[config.mk]
export PLATFORM = sky130hd
export DESIGN_NAME = uart_tx_fifo_flat
export DESIGN_NICKNAME = d
export VERILOG_FILES = /design/src/rtl/uart_tx_fifo_if.sv /design/src/rtl/uart_tx_fifo.sv /design/src/flat_wrapper.sv
export SDC_FILE = /design/constraint.sdc
export NUM_CORES = 1
export LEC_CHECK = 0
export ABC_AREA = 1
export CORE_MARGIN = 4
export CORE_UTILIZATION = 60
export CTS_CLUSTER_SIZE = 28
export DETAILED_ROUTE_END_ITERATION = 8
export PLACE_DENSITY_LB_ADDON = 0.25
export SYNTH_ARGS = -nofsm -noshare
export SYNTH_HDL_FRONTEND = slang
export SYNTH_SLANG_ARGS = --single-unit
export TNS_END_PERCENT = 100
[constraint.sdc]
create_clock -name clk -period 2.4 [get_ports clk]
set_input_delay 0.48 -clock clk [delete_from_list [all_inputs] [get_ports clk]]
set_output_delay 0.48 -clock clk [all_outputs]
set_load 0.005 [all_outputs]
[src/rtl/uart_tx_fifo_if.sv]
// Byte-in / serial-out bundle between a byte source and the buffered UART
// transmitter. The master side queues bytes; the slave side is the transmitter.
interface uart_tx_fifo_if;
  logic       new_data;
  logic [7:0] char;
  logic       full;
  logic       empty;
  logic       busy;
  logic       overflow;
  logic       out_bit;

  modport master (
    output new_data, char,
    input  full, empty, busy, overflow, out_bit
  );

  modport slave (
    input  new_data, char,
    output full, empty, busy, overflow, out_bit
  );
endinterface

[src/rtl/uart_tx_fifo.sv]
// Buffered 8N1 UART transmitter. Bytes are queued in a FIFO and serialised
// LSB-first with back-to-back frames: when the stop bit ends and another byte
// is waiting, the next start bit follows with no idle cycle in between.
module uart_tx_fifo #(
  parameter int CLK_HZ     = 16000000,
  parameter int BAUD       = 115200,
  parameter int FIFO_DEPTH = 16
) (
  input  logic          clk,
  input  logic          rst,
  uart_tx_fifo_if.slave bus
);

  localparam int CLKS_PER_BIT = CLK_HZ / BAUD;
  localparam int PTR_W        = $clog2(FIFO_DEPTH);
  localparam int CNT_W        = PTR_W + 1;
  localparam int BAUD_W       = (CLKS_PER_BIT > 1) ? $clog2(CLKS_PER_BIT) : 1;

  localparam logic [BAUD_W-1:0] BAUD_LAST = BAUD_W'(CLKS_PER_BIT - 1);
  localparam logic [CNT_W-1:0]  CNT_FULL  = CNT_W'(FIFO_DEPTH);

  typedef enum logic [1:0] {IDLE, START, DATA, STOP} state_t;

  // FIFO storage and bookkeeping
  logic [7:0]       mem [FIFO_DEPTH];
  logic [PTR_W-1:0] wr_ptr;
  logic [PTR_W-1:0] rd_ptr;
  logic [CNT_W-1:0] count;
  logic             full;
  logic             empty;
  logic             wr_en;
  logic             pop;
  logic             overflow_q;

  // Transmit FSM
  state_t            state;
  state_t            state_next;
  logic [BAUD_W-1:0] baud_cnt;
  logic [BAUD_W-1:0] baud_next;
  logic [2:0]        bit_cnt;
  logic [2:0]        bit_next;
  logic [7:0]        shift;
  logic [7:0]        shift_next;
  logic              out_q;
  logic              out_next;

  // full/empty come from the registered count, so they never depend on this
  // cycle's strobe; a write arriving while full is dropped even if a pop
  // frees a slot in the same cycle.
  assign full  = (count == CNT_FULL);
  assign empty = (count == '0);
  assign wr_en = bus.new_data && !full;

  // Queue the incoming byte; storage needs no reset.
  always_ff @(posedge clk) begin
    if (wr_en) begin
      mem[wr_ptr] <= bus.char;
    end
  end

  // Pointers, occupancy and the one-cycle dropped-write flag.
  always_ff @(posedge clk) begin
    if (rst) begin
      wr_ptr     <= '0;
      rd_ptr     <= '0;
      count      <= '0;
      overflow_q <= 1'b0;
    end else begin
      overflow_q <= bus.new_data && full;
      if (wr_en) begin
        wr_ptr <= wr_ptr + PTR_W'(1);
      end
      if (pop) begin
        rd_ptr <= rd_ptr + PTR_W'(1);
      end
      case ({wr_en, pop})
        2'b10:   count <= count + CNT_W'(1);
        2'b01:   count <= count - CNT_W'(1);
        default: count <= count;
      endcase
    end
  end

  // Next-state logic: bit timing, shifting and FIFO pops.
  always_comb begin
    state_next = state;
    baud_next  = baud_cnt;
    bit_next   = bit_cnt;
    shift_next = shift;
    pop        = 1'b0;
    unique case (state)
      IDLE: begin
        baud_next = '0;
        bit_next  = '0;
        if (!empty) begin
          pop        = 1'b1;
          shift_next = mem[rd_ptr];
          state_next = START;
        end
      end
      START: begin
        if (baud_cnt == BAUD_LAST) begin
          baud_next  = '0;
          state_next = DATA;
        end else begin
          baud_next = baud_cnt + BAUD_W'(1);
        end
      end
      DATA: begin
        if (baud_cnt == BAUD_LAST) begin
          baud_next  = '0;
          shift_next = {1'b0, shift[7:1]};
          if (bit_cnt == 3'd7) begin
            bit_next   = '0;
            state_next = STOP;
          end else begin
            bit_next = bit_cnt + 3'd1;
          end
        end else begin
          baud_next = baud_cnt + BAUD_W'(1);
        end
      end
      STOP: begin
        if (baud_cnt == BAUD_LAST) begin
          baud_next = '0;
          if (!empty) begin
            pop        = 1'b1;
            shift_next = mem[rd_ptr];
            state_next = START;
          end else begin
            state_next = IDLE;
          end
        end else begin
          baud_next = baud_cnt + BAUD_W'(1);
        end
      end
      default: begin
        state_next = IDLE;
      end
    endcase
  end

  // Line level for the coming cycle, derived from where the FSM is heading so
  // the registered out_bit switches on the same edge as the state.
  always_comb begin
    out_next = 1'b1;
    case (state_next)
      START:   out_next = 1'b0;
      DATA:    out_next = shift_next[0];
      default: out_next = 1'b1;
    endcase
  end

  // FSM control registers; reset aborts any frame and returns the line high.
  always_ff @(posedge clk) begin
    if (rst) begin
      state    <= IDLE;
      baud_cnt <= '0;
      bit_cnt  <= '0;
      out_q    <= 1'b1;
    end else begin
      state    <= state_next;
      baud_cnt <= baud_next;
      bit_cnt  <= bit_next;
      out_q    <= out_next;
    end
  end

  // Shift register holds payload only, so it is left out of reset.
  always_ff @(posedge clk) begin
    shift <= shift_next;
  end

  assign bus.full     = full;
  assign bus.empty    = empty;
  assign bus.busy     = (state != IDLE);
  assign bus.overflow = overflow_q;
  assign bus.out_bit  = out_q;

endmodule

[src/flat_wrapper.sv]
// flat-port wrapper written by rule: the top's interface ports become plain ports
module uart_tx_fifo_flat 
#(
  parameter int CLK_HZ     = 16000000,
  parameter int BAUD       = 115200,
  parameter int FIFO_DEPTH = 16
)
  (clk, rst, bus_new_data, bus_char, bus_full, bus_empty, bus_busy, bus_overflow, bus_out_bit);
  uart_tx_fifo_if bus_i ();
  input  logic clk;
  input  logic rst;
  input wire logic [$bits(bus_i.new_data)-1:0] bus_new_data;
  input wire logic [$bits(bus_i.char)-1:0] bus_char;
  output wire logic [$bits(bus_i.full)-1:0] bus_full;
  output wire logic [$bits(bus_i.empty)-1:0] bus_empty;
  output wire logic [$bits(bus_i.busy)-1:0] bus_busy;
  output wire logic [$bits(bus_i.overflow)-1:0] bus_overflow;
  output wire logic [$bits(bus_i.out_bit)-1:0] bus_out_bit;
  assign bus_i.new_data = bus_new_data;
  assign bus_i.char = bus_char;
  assign bus_full = bus_i.full;
  assign bus_empty = bus_i.empty;
  assign bus_busy = bus_i.busy;
  assign bus_overflow = bus_i.overflow;
  assign bus_out_bit = bus_i.out_bit;
  uart_tx_fifo #(.CLK_HZ(CLK_HZ), .BAUD(BAUD), .FIFO_DEPTH(FIFO_DEPTH)) u_core (.clk(clk), .rst(rst), .bus(bus_i));
endmodule
; ---- Yosys cells after proc, flatten, opt, wreduce, memory -nomap -nowiden
; Memories as Yosys holds them, arrays and structs flattened. A register that Yosys moved wholly into a read port is not among the register bits.
; Cells that the tools add are included.
[totals]
register_bits = 36
latch_bits = 0
mem_bits_rw = 128
romBits = 0
inputBits = 11
output_inout_bits = 5
n_memories = 1
[classes]
add_sub_neg = 6
n_mul = 0
div = 0
n_lt_le_gt_ge = 0
n_eq_ne = 12
shift = 0
mux = 25
n_bitwise = 0
reduce_logical = 12
[mem_list]
columns = memory, depth, word_bits, rd, rd_clocked_by_memory_dff, wr, line
row1 = u_core.mem, 16, 8, 1, 1, 1, uart_tx_fifo.sv:25  ; logic [7:0] mem [FIFO_DEPTH];
[op_table]
columns = op, n
row1 = 8-bit two-way mux, 4
row2 = 8-bit case mux with 3 select lines, 1
row3 = 8-bit case mux with 2 select lines, 1
row4 = 2-bit two-way mux, 5
row5 = 5-bit case mux with 2 select lines, 1
row6 = 4-bit by 1-bit adder with 4-bit output (second input constant), 2
row7 = 8-bit by 1-bit adder with 8-bit output (second input constant), 1
row8 = 2-bit == test (second input constant), 4
row9 = 8-bit == test (second input constant), 1
row10 = 4-bit two-way mux, 2
row11 = 2-bit case mux with 4 select lines, 1
row12 = 2-bit by 1-bit == test with 1-bit output (second input constant), 3
row13 = 3-bit two-way mux, 2
row14 = 3-bit case mux with 2 select lines, 1
row15 = 2-bit nonzero test, 3
row16 = 5-bit by 1-bit adder with 5-bit output (second input constant), 1
row17 = 5-bit == test (second input constant), 1
row18 = 5-bit logical NOT, 1
row19 = 1-bit two-way mux, 5
row20 = 5-bit by 1-bit subtractor with 5-bit output (second input constant), 1
row21 = 2-bit by 1-bit != test with 1-bit output (second input constant), 2
row22 = 1-bit case mux with 2 select lines, 2
row23 = 3-bit by 1-bit adder with 3-bit output (second input constant), 1
row24 = 3-bit == test (second input constant), 1
row25 = 7 further kinds, 8

; ---- Longest topological paths before layout
[logic_depth]
depth_word = 6
depth_mapped = 20
depth_no_buf = 20

; ---- Worst setup path before layout
; OpenSTA, ideal clock, no wires.
[synth_timing]
path_type = register -> register
from = reg u_core.baud_cnt[0]
to = reg u_core.count[4]
t_arrival_ps = 2104
required_ps = 2273
slack_ps = 168
path_stages_with_launch = 20
n_path_buf = 0
period_less_slack_ps = 2232
path_cell_list = dfxtp_1 > ha_1 > inv_1 > nor2_2 > nand3_2 > nand2_4 > inv_2 > nor2_8 > ha_1 > xnor2_1 > inv_1 > ha_1 > inv_1 > nand2_1 > nand2_1 > nand2_1 > nand2_1 > nand2_1 > nand2_1 > a21oi_2
[synth_between]
elab_chain_len = 5
[synth_rtl]
columns = element, line
row1 = "start, declared", uart_tx_fifo.sv:38  ; logic [BAUD_W-1:0] baud_cnt;
row2 = "start signal, assigned", uart_tx_fifo.sv:163  ; baud_cnt <= baud_next;
row3 = 8-bit == test (*), uart_tx_fifo.sv:124  ; if (baud_cnt == BAUD_LAST) begin
row4 = 1-bit two-way mux (*), uart_tx_fifo.sv:124
row5 = 1-bit case mux with 2 select lines (*), uart_tx_fifo.sv:91  ; unique case (state)
row6 = net u_core.pop, uart_tx_fifo.sv:32  ; logic pop;
row7 = 2-bit by 1-bit == test with 1-bit output / 2-bit == test (equally long branches), uart_tx_fifo.sv:76  ; case ({wr_en, pop})
row8 = 5-bit case mux with 2 select lines / 2-bit nonzero test (equally long branches), -
row9 = "end signal, assigned", uart_tx_fifo.sv:77  ; 2'b10: count <= count + CNT_W'(1);
row10 = "end signal, assigned", uart_tx_fifo.sv:78  ; 2'b01: count <= count - CNT_W'(1);
row11 = "end signal, assigned", uart_tx_fifo.sv:79  ; default: count <= count;
row12 = "end, declared", uart_tx_fifo.sv:28  ; logic [CNT_W-1:0] count;
; Mark *: on every way through the listed nets, which the timed path passes. The rest lies on a longest branch.
; A chain may end at the register's enable or synchronous reset.

; ---- Final worst setup path
[layout_timing]
from = reg u_core.count[0]
to = out bus_empty
[layout_between]
elab_chain_len = 1
[layout_rtl]
columns = element, line
row1 = 5-bit logical NOT, uart_tx_fifo.sv:51  ; assign empty = (count == '0);
row2 = "end, declared", flat_wrapper.sv:15  ; output wire logic [$bits(bus_i.empty)-1:0] bus_empty;
; No other way between the ends.

==> impl_metrics.ini <==
[run_status]
status = finished clean

[critical_path]
cp_top_family = buffers and inverters
criticalPathCategory = register to output pin
worst-path-max-fanout = 18
cp_num_buf_inv = 3
worst_path_largest_cell_delay_ns = 0.50
cp_slowest_cell = clkdlybuf4s50_1
cp.arrival_ns = 1.81
required_ns = 1.92
path_cells = nor2_4 -> nand3_4 -> buf_6 -> inv_2 -> clkdlybuf4s50_1
crit_path_end_kind = output pin
start_kind = register

[clock_tree]
clock_sinks = 168
clockBufferDepth = 2
htree_levels = 4
cts_tree = built
cts_root_buffer = clkbuf_16
cts_buffers = 17
insertion_delay_ns = 0.42
cts.clk_slew.worst_paths_ns = 0.06

[drt]
drc_errors = 0
drtPass1Iterations = 5
wirelength_um = 15400
via_per_inst = 6.04
wire_per_inst_um = 18.7
drt_iter0_drc = 584
num_vias = 4981
antenna_left = 0

[timing]
setup_ws_ns = 0.109
slew_headroom_pct = 57.1
setup_viol = 0
slew_viol_final = 0
fin_crit_sh_pct = 95.5
finalHoldViolCount = 0
fmaxAchievable_ghz = 0.436
finClkSkew_ns = 0.00520
fin_crit_ns = 2.29
worstMarginPinSlew_ns = 0.640

[logic_synthesis]
synth.distinct_cells = 40
yosysTopAreaCell = edfxtp_1
synth_edf_count = 135
synth_seq_cells = 168
synth-main-ff-cell = edfxtp_1
avgSynthCellArea_sq_um = 11.3
yosys.area.top_type_share_pct = 56.8
postSynthCellCount = 631
synth_area_sq_mm = 0.00714
syn-num-nets = 659
yosys_warnings = 0
seq_area_frac_synth_pct = 66.0
synth_area_leaders = edfxtp_1 57%, dfxtp_1 9.3%, nor2_1 5.7%
synthArstFlopShare_pct = 0

[power]
ir_drop_mv = 0.853
power.leakage_nw = 2.98
power.density_mw_per_mm2 = 1080

[place]
port_buffers = 15
pre_cts_slack_ns = 0.00736
globalplace.congestion = 0.890
placed_cells_incl_taps = 792
dp_hpwl_um = 10300

[global_routing]
grt-busiest-layer = met2
grtUsageMet3_pct = 5.76
grt.total_usage_pct = 23.8
grt_start_max_net_pins = 45
grt_first_pass_wirelength_um = 24300
met2_usage_pct = 40.2
grt_pass1_vias = 4807
grtUsageMet1_pct = 30.7
antenna_found_initial = 0
grt-ovfl-total = 0

[final_layout]
regArea_sq_mm = 0.00472
finalNetCount = 697
instances_no_fill = 824
fillCellCount = 765
diodes = 0
drive_gt1_share_pct = 12.5
area_delta_synth_final_pct = 15.2
multi_input_area_sq_mm = 0.00215
fin_util_pct = 71.4

[die]
dieArea_sq_mm = 0.0137
rows = 39
design.core.area_sq_mm = 0.0115
die_h_um = 117
initial_core_util_pct = 62.0
dieWidth_um = 117
pin_count = 16

[flow_run]
maxCapViolCount = 0

[hold_path]
hold_class = register to register
==> worst reg2reg max path: stages (launching register included) <==
cell and delay (ns):
dfxtp_1 0.37, inv_1 0.12, ha_1 0.31, inv_1 0.10, nand2_4 0.08, nor2_8 0.14
ha_4 0.18, xnor2_2 0.12, inv_1 0.07, ha_1 0.18, inv_1 0.06, nand2_1 0.07
xor2_1 0.14, o21ai_0 0.17, inv_1 0.06
==> report_power, final <==
group	leakage [nW]	internal, mW	switching [mW]
registers	1.50	3.42	0.174
clock network	0.298	1.70	1.04
logic	1.18	0.911	1.61
==> logic make-up (layout without fill, tap and decap cells) <==
family	after synthesis	in the layout	share of synthesized area (%)
AND/OR/NAND/NOR	212	212	13.1
flip-flops	168	168	66.0
AO/OA/AOI/OAI	151	151	12.6
XOR/XNOR	8	8	0.981
buffers and inverters	75	125	4.33
adder cells (fa/ha/maj)	17	17	2.98
==> layer usage <==
metal,vias up,share of wire (%)
met5,-,0
met4,0,2.0
met3,28,6.6
met2,200,50
met1,2423,41
li1,2330,-
==> synth_stat cells, types with 3 or more instances <==
cell / n
nor3_1: 4
nand2_1: 52
nand4_1: 3
nor2_1: 108
nor2_2: 4
o221ai_1: 25
o211ai_1: 11
o21ai_0: 79
inv_2: 4
nand3_1: 29
xor2_1: 6
a21oi_1: 23
dfxtp_1: 33
clkbuf_1: 12
buf_2: 11
ha_1: 17
inv_1: 42
o22ai_1: 7
edfxtp_1: 135
==> worst paths after layout <==
path                           start  depth (start not counted)  slack [ns]            endpoint
hold reg to reg   u_core.baud_cnt[0]                          1        0.45  u_core.baud_cnt[0]
hold / removal    u_core.baud_cnt[0]                          1        0.45  u_core.baud_cnt[0]
setup reg to reg     u_core.state[0]                         14        0.15     u_core.count[2]
setup / recovery     u_core.count[0]                          5        0.11           bus_empty
==> registers in the layout, summed over array words and instances, names as in the netlist, 2 cells and up, named ones only <==
| signal | cells |
|---|---|
| u_core.shift | 8 |
| u_core.wr_ptr | 4 |
| u_core.bit_cnt | 3 |
| u_core.state | 2 |
| u_core.rd_ptr | 4 |
| u_core.count | 5 |
| u_core.baud_cnt | 8 |
| u_core.mem | 128 |
==> metrics by stage <==
| step | hold slack (ns) | power (mW) | TNS, ns | area (sq um) |
|---|---|---|---|---|
| floorplan | 0.434 | 5.27 | 0 | 7140 |
| global placement | 0.447 | 5.90 | 0 | 7570 |
| detailed placement | 0.463 | 6.04 | 0 | 7570 |
| CTS | 0.472 | 8.80 | 0 | 8200 |
| global route | 0.468 | 9.34 | -0.000536 | 8230 |
| finish | 0.451 | 8.85 | 0 | 8230 |
==> cell type report <==
| cell class | instances | area share, % |
|---|---|---|
| Sequential cell | 168 | 57.4 |
| Multi-Input combinational cell | 388 | 26.1 |
| Clock buffer | 27 | 6.78 |
| Timing Repair Buffer | 46 | 4.70 |
| Inverter | 48 | 2.21 |
| Tap cell | 143 | 2.18 |
| Clock inverter | 4 | 0.593 |
==> placed cells by master, fill, tap and decap left out, types with 2 or more instances in the layout <==
cell type / Yosys / routed
edfxtp_1: 135 / 135
nor2_1: 108 / 107
o21ai_0: 79 / 79
nand2_1: 52 / 52
inv_1: 42 / 42
buf_4: 1 / 30
nand3_1: 29 / 29
dfxtp_1: 33 / 28
o221ai_1: 25 / 25
a21oi_1: 23 / 23
clkbuf_16: 0 / 21
ha_1: 17 / 16
clkdlybuf4s50_1: 0 / 15
o211ai_1: 11 / 11
o22ai_1: 7 / 7
xor2_1: 6 / 6
dfxtp_2: 0 / 5
clkbuf_1: 12 / 5
inv_2: 4 / 4
nor3_1: 4 / 4
nor2_2: 4 / 3
clkinv_2: 1 / 3
nand4_1: 3 / 3
nor2_4: 0 / 2
nand2_4: 2 / 2
nand3_2: 2 / 2
nand2_2: 2 / 2
and3_1: 2 / 2
==> repair_timing <==
item,in CTS,in global routing
pin swaps,0,1
gates resized for setup,4,7
endpoints found under the setup margin,3,5
hold endpoints to repair,0,0
setup buffers,0,1
hold buffers,0,0
(Power assumes the default switching activity.)
==> RTL edit 1: new RTL, config.mk and constraints unchanged <==
Re-encode `state_t` (4 states) as Gray code, 2 bits wide.
--- a/src/rtl/uart_tx_fifo.sv
+++ b/src/rtl/uart_tx_fifo.sv
@@ -19,7 +19,7 @@
   localparam logic [BAUD_W-1:0] BAUD_LAST = BAUD_W'(CLKS_PER_BIT - 1);
   localparam logic [CNT_W-1:0]  CNT_FULL  = CNT_W'(FIFO_DEPTH);
 
-  typedef enum logic [1:0] {IDLE, START, DATA, STOP} state_t;
+  typedef enum logic [1:0] {IDLE = 2'b00, START = 2'b01, DATA = 2'b11, STOP = 2'b10} state_t;
 
   // FIFO storage and bookkeeping
   logic [7:0]       mem [FIFO_DEPTH];
Function: same outputs for any inputs over 10 cycles, from zero or initial values and one cycle with rst high; not proved beyond that.
==> RTL edit 1 against the original RTL <==
Routed wire length is 0.24% higher. Combinational power is 9.5% lower. Worst setup slack worse by 0.028 ns. Critical endpoint unchanged. Maximum frequency is 1.2% lower. Critical path type unchanged. Area after synthesis is 2.6% lower. Global-route usage is 0.78 points higher. Via count is 2.4% lower. Clock skew is 0.0035 ns higher. Largest cell class unchanged. Sequential cell count stayed put. Die area is 2.4% lower. Cell area is 2.5% lower. Total power is 2.1% lower. Clock power is 3% higher. Sequential share of layout area is 1.4 points higher.
==> RTL edit 1: results (changes against the original RTL) <==
Static Leak=2.83 nW (-4.9%); vias in the first global route=4878 (+1.5%); largest fanout on the critical path=17 (-1); area fraction in compound gates after synthesis=0.118 (-0.00865); DP Wirelength=9.60 mm (-6.6%); gp weighted congestion=0.813 (-8.6%); Top FF cell, synth=edfxtp_1; GRT met2 Usage=0.393 (-0.00885); total track usage=0.246 (+0.00783); CP arrival=1.84 ns (+0.03 ns); syn nets=630 (-4.4%); Detail Route met2 WL=7.67 mm (-1.6%); drt wl/cell=19.4 um (+3.8%); DRT iter0 DRCs=567 (-2.9%); DR WL met3=1.11 mm (+9.5%); commonest cells in the netlist=135 x edfxtp_1, 112 x nor2_1, 75 x o21ai_0; first-pass GRT wire length=24.5 mm (+0.82%); adder-cell area share of the yosys netlist=0.0216 (-0.00819); internal power=5.90 mW (-2.2%); pre-CTS WS=0.0504 ns (+0.0431 ns); largest net degree at the start of global routing=43 (-4.4%); slew of the pin with the lowest slew margin=0.723 ns (+0.0831 ns); critical path's slowest cell=clkdlybuf4s50_1; delay-heaviest family, CP=buffers and inverters; met1 WL=6.34 mm (+0.32%); post-synth cell types=37 (-7.5%); met1 usage=0.323 (+0.0165); mean number of vias per cell=6.11 (+1.0%); Largest stage delay, worst path=0.48 ns (-0.02 ns); placed inst area=0.00737 mm^2 (-2.6%); skew final=0.00872 ns (+0.00351 ns); xor-xnor portion of the synthesized cell area=0.00630 (-0.00351); share of post-route cells with drive strength above 1=0.116 (-0.00843); asr flop ratio synth=0 (unchanged); Setup crit start=u_core.count[1]; R2R Setup Slk=0.19 ns (+0.04 ns); post-synthesis sequential area ratio=0.678 (+0.0178); VDD IR max=0.686 mV (-20%); worst setup path endpoint=bus_empty; met3 usage=0.0606 (+0.00299); status=finished clean
-- RTL edit 1: power groups by stage --
stage | combinational [mW] | clock [mW] | sequential, mW
finish | 2.28 | 2.82 | 3.56
floorplan | 1.52 | 0 | 3.55
global placement | 2.08 | 0 | 3.59
CTS | 2.20 | 2.83 | 3.55
global route | 2.51 | 2.96 | 3.59
detailed placement | 2.17 | 0 | 3.60
-- RTL edit 1: what timing repair did --
item                       CTS  global route
pin swaps                    0             2
resized for setup            1             9
setup endpoints to repair    1             4
-- RTL edit 1: worst min path at each step --
stage | start | end | slack (ns) | cells past startpoint
6_report | u_core.baud_cnt[0] | u_core.baud_cnt[0] | 0.44 | 1
5_1_grt | u_core.baud_cnt[0] | u_core.baud_cnt[0] | 0.46 | 1
4_1_cts | u_core.bit_cnt[1] | u_core.bit_cnt[1] | 0.47 | 2
3_5_place_dp | u_core.baud_cnt[0] | u_core.baud_cnt[0] | 0.46 | 1
3_3_place_gp | u_core.baud_cnt[0] | u_core.baud_cnt[0] | 0.45 | 1
2_1_floorplan | u_core.baud_cnt[0] | u_core.baud_cnt[0] | 0.43 | 1
-- RTL edit 1: cell type report --
class / count / area, um^2
inverter: 42 / 160
timing repair buffer: 42 / 369
sequential: 168 / 4720
clock buffer: 18 / 429
fill: 763 / 3350
tap: 143 / 179
clock inverter: 13 / 179
multi-input combinational: 370 / 1990
-- RTL edit 1: through the flow --
step	cells	TNS, ns	power (mW)
2_1_floorplan	607	0	5.07
3_3_place_gp	765	0	5.68
3_5_place_dp	765	0	5.77
4_1_cts	796	0	8.58
5_1_grt	796	-0.0142	9.06
6_report	796	0	8.66
==> RTL edit 2: new RTL, same flow settings <==
Made on the original files. `FIFO_DEPTH` is set to 16 in 2 places; all go to 32.
--- a/src/rtl/uart_tx_fifo.sv
+++ b/src/rtl/uart_tx_fifo.sv
@@ -4,7 +4,7 @@
 module uart_tx_fifo #(
   parameter int CLK_HZ     = 16000000,
   parameter int BAUD       = 115200,
-  parameter int FIFO_DEPTH = 16
+  parameter int FIFO_DEPTH = 32
 ) (
   input  logic          clk,
   input  logic          rst,
--- a/src/flat_wrapper.sv
+++ b/src/flat_wrapper.sv
@@ -3,7 +3,7 @@
 #(
   parameter int CLK_HZ     = 16000000,
   parameter int BAUD       = 115200,
-  parameter int FIFO_DEPTH = 16
+  parameter int FIFO_DEPTH = 32
 )
   (clk, rst, bus_new_data, bus_char, bus_full, bus_empty, bus_busy, bus_overflow, bus_out_bit);
   uart_tx_fifo_if bus_i ();
Function: same outputs for any inputs over 10 cycles, from zero or initial values and one cycle with rst high; that may be too few to reach the edited logic, so the function may still have changed.
==> RTL edit 2 against the original RTL <==
Clock power increased by 66%. Sequential share of layout area increased by 1.6 points. Global-route usage decreased by 0.54 points. Combinational power increased by 50%. Area after synthesis increased by 79%. Sequential power increased by 73%. Maximum frequency decreased by 2.2%. Worst setup slack got worse by 0.052 ns. Cell area increased by 78%. Sequential cell count increased by 132. Clock skew increased by 0.0069 ns. Routed wire length increased by 78%. Critical path depth unchanged. Total power increased by 64%. Critical path type unchanged. Largest power group unchanged.
==> RTL edit 2: results (changes against the original RTL) <==
DRT iter0 DRCs=868 (+49%); beginning of the worst register-to-register path=u_core.baud_cnt[1]; Clock net power=4.55 mW (+66%); xor-xnor portion of the synthesized cell area=0.00480 (-0.00502); largest fanout on the critical path=4 (-14); ant diodes=0 (unchanged); EDFF count, synth=263 (+95%); skew final=0.0121 ns (+0.00688 ns); initial antenna violation count=0 (unchanged); max_slew headroom=0.608 (+0.0365); worst reg2reg path depth=18 (+4); CTS Buf Count=29 (+12); gp weighted congestion=0.917 (+3.0%); total track usage=0.233 (-0.00542); final wirelength=27.6 mm (+78%); CP arrival=1.86 ns (+0.05 ns); Warnings, synthesis=0 (unchanged); Initial DRT Pass Iterations=5 (unchanged); clock-pin slew on the worst setup and hold paths=0.06 ns (about the same); largest net degree at the start of global routing=46 (+2.2%); Flop pwr share=0.427 (+0.021); critical path's slowest cell=clkdlybuf4s50_1; area fraction in compound gates after synthesis=0.111 (-0.0153); overall power=14.5 mW (+64%); synth top area cells=edfxtp_1 62%, dfxtp_1 5.8%, mux2i_1 3.9%; share of post-route cells with drive strength above 1=0.135 (+0.0101); DP Wirelength=17.3 mm (+68%); hold slack=0.467 ns (+0.0158 ns); Regs by FF count=u_core.mem x256, u_core.baud_cnt x8, u_core.shift x8; post-synth cell types=38 (-5.0%); number of I/O port buffers=15 (unchanged); NumNets Final=1154 (+66%); syn nets=1082 (+64%); vias in the first global route=7801 (+62%); VDD IR max=0.874 mV (+2.4%); Vias=8123 (+63%); Largest stage delay, worst path=0.49 ns; # fillers=1442 (+88%); adder-cell area share of the yosys netlist=0.0157 (-0.0141); status=finished clean; maximum clock insertion buffer count=3 (+1); Hold Path Origin=u_core.bit_cnt[2]; commonest cells in the netlist=263 x edfxtp_1, 124 x inv_1, 81 x nand3_1; Switching Share=0.301 (-0.0174); clk_lat worst skew=0.54 ns (+0.12 ns); Hold Path Sink=u_core.bit_cnt[2]; Static Leak=5.28 nW (+77%); pre-CTS WS=0.0254 ns (+0.0181 ns); post-synthesis sequential area ratio=0.676 (+0.0155); R2R Path End=u_core.count[4]; Hold Crit Depth=2 (+1); Final Cycle Share=0.976 (+0.0216); Worst Hold Class=register to register; first-pass GRT wire length=42.9 mm (+76%); htree depth=1 (-3); post-synthesis mux area share=0.0391 (+0.0391)
## RTL edit 2: area by class of cell
class	count	area share
Inverter	131	0.0336
Timing Repair Buffer	94	0.0569
Multi-Input combinational cell	571	0.230
Clock buffer	40	0.0544
Clock inverter	13	0.0110
Sequential cell	300	0.590
Tap cell	275	0.0235
## RTL edit 2: how the worst max path moves through the flow
stage               slack (ns)         endpoint  cells after the start             from
global placement          0.08  u_core.count[4]                     12     bus_new_data
detailed placement        0.03  u_core.count[4]                     17  u_core.state[0]
floorplan                 0.15  u_core.count[5]                     19  u_core.state[1]
finish                    0.06         bus_full                      5  u_core.count[5]
CTS                      0.004  u_core.count[4]                     17  u_core.state[0]
global route             -0.02         bus_full                      5  u_core.count[5]
## RTL edit 2: repair_timing
item	CTS	global route
pin swaps	2	5
setup buffers	2	2
endpoints found under the setup margin	1	7
resized for setup	0	12
hold buffers	0	0
## RTL edit 2: logic make-up (layout without fill, tap and decap cells)
logic type | count (synthesis) | in the layout
adder cells (fa/ha/maj) | 16 | 16
buffers and inverters | 184 | 278
AND/OR/NAND/NOR | 256 | 256
XOR/XNOR | 7 | 7
flip-flops | 300 | 300
multiplexers | 50 | 50
AO/OA/AOI/OAI | 242 | 242
## RTL edit 2: stage by stage
| stage | std cells | area, um^2 |
|---|---|---|
| 3_3_place_gp | 1367 | 13600 |
| 6_report | 1424 | 14700 |
| 2_1_floorplan | 1055 | 12800 |
| 4_1_cts | 1422 | 14600 |
| 5_1_grt | 1424 | 14700 |
| 3_5_place_dp | 1367 | 13600 |
## RTL edit 2: routing by layer
metal / vias to the layer above / global-route usage / routed length, um
met5: - / 0 / 0
li1: 3917 / - / -
met2: 282 / 0.379 / 13300
met4: 0 / 0.0841 / 995
met1: 3858 / 0.321 / 11200
met3: 66 / 0.0372 / 2000
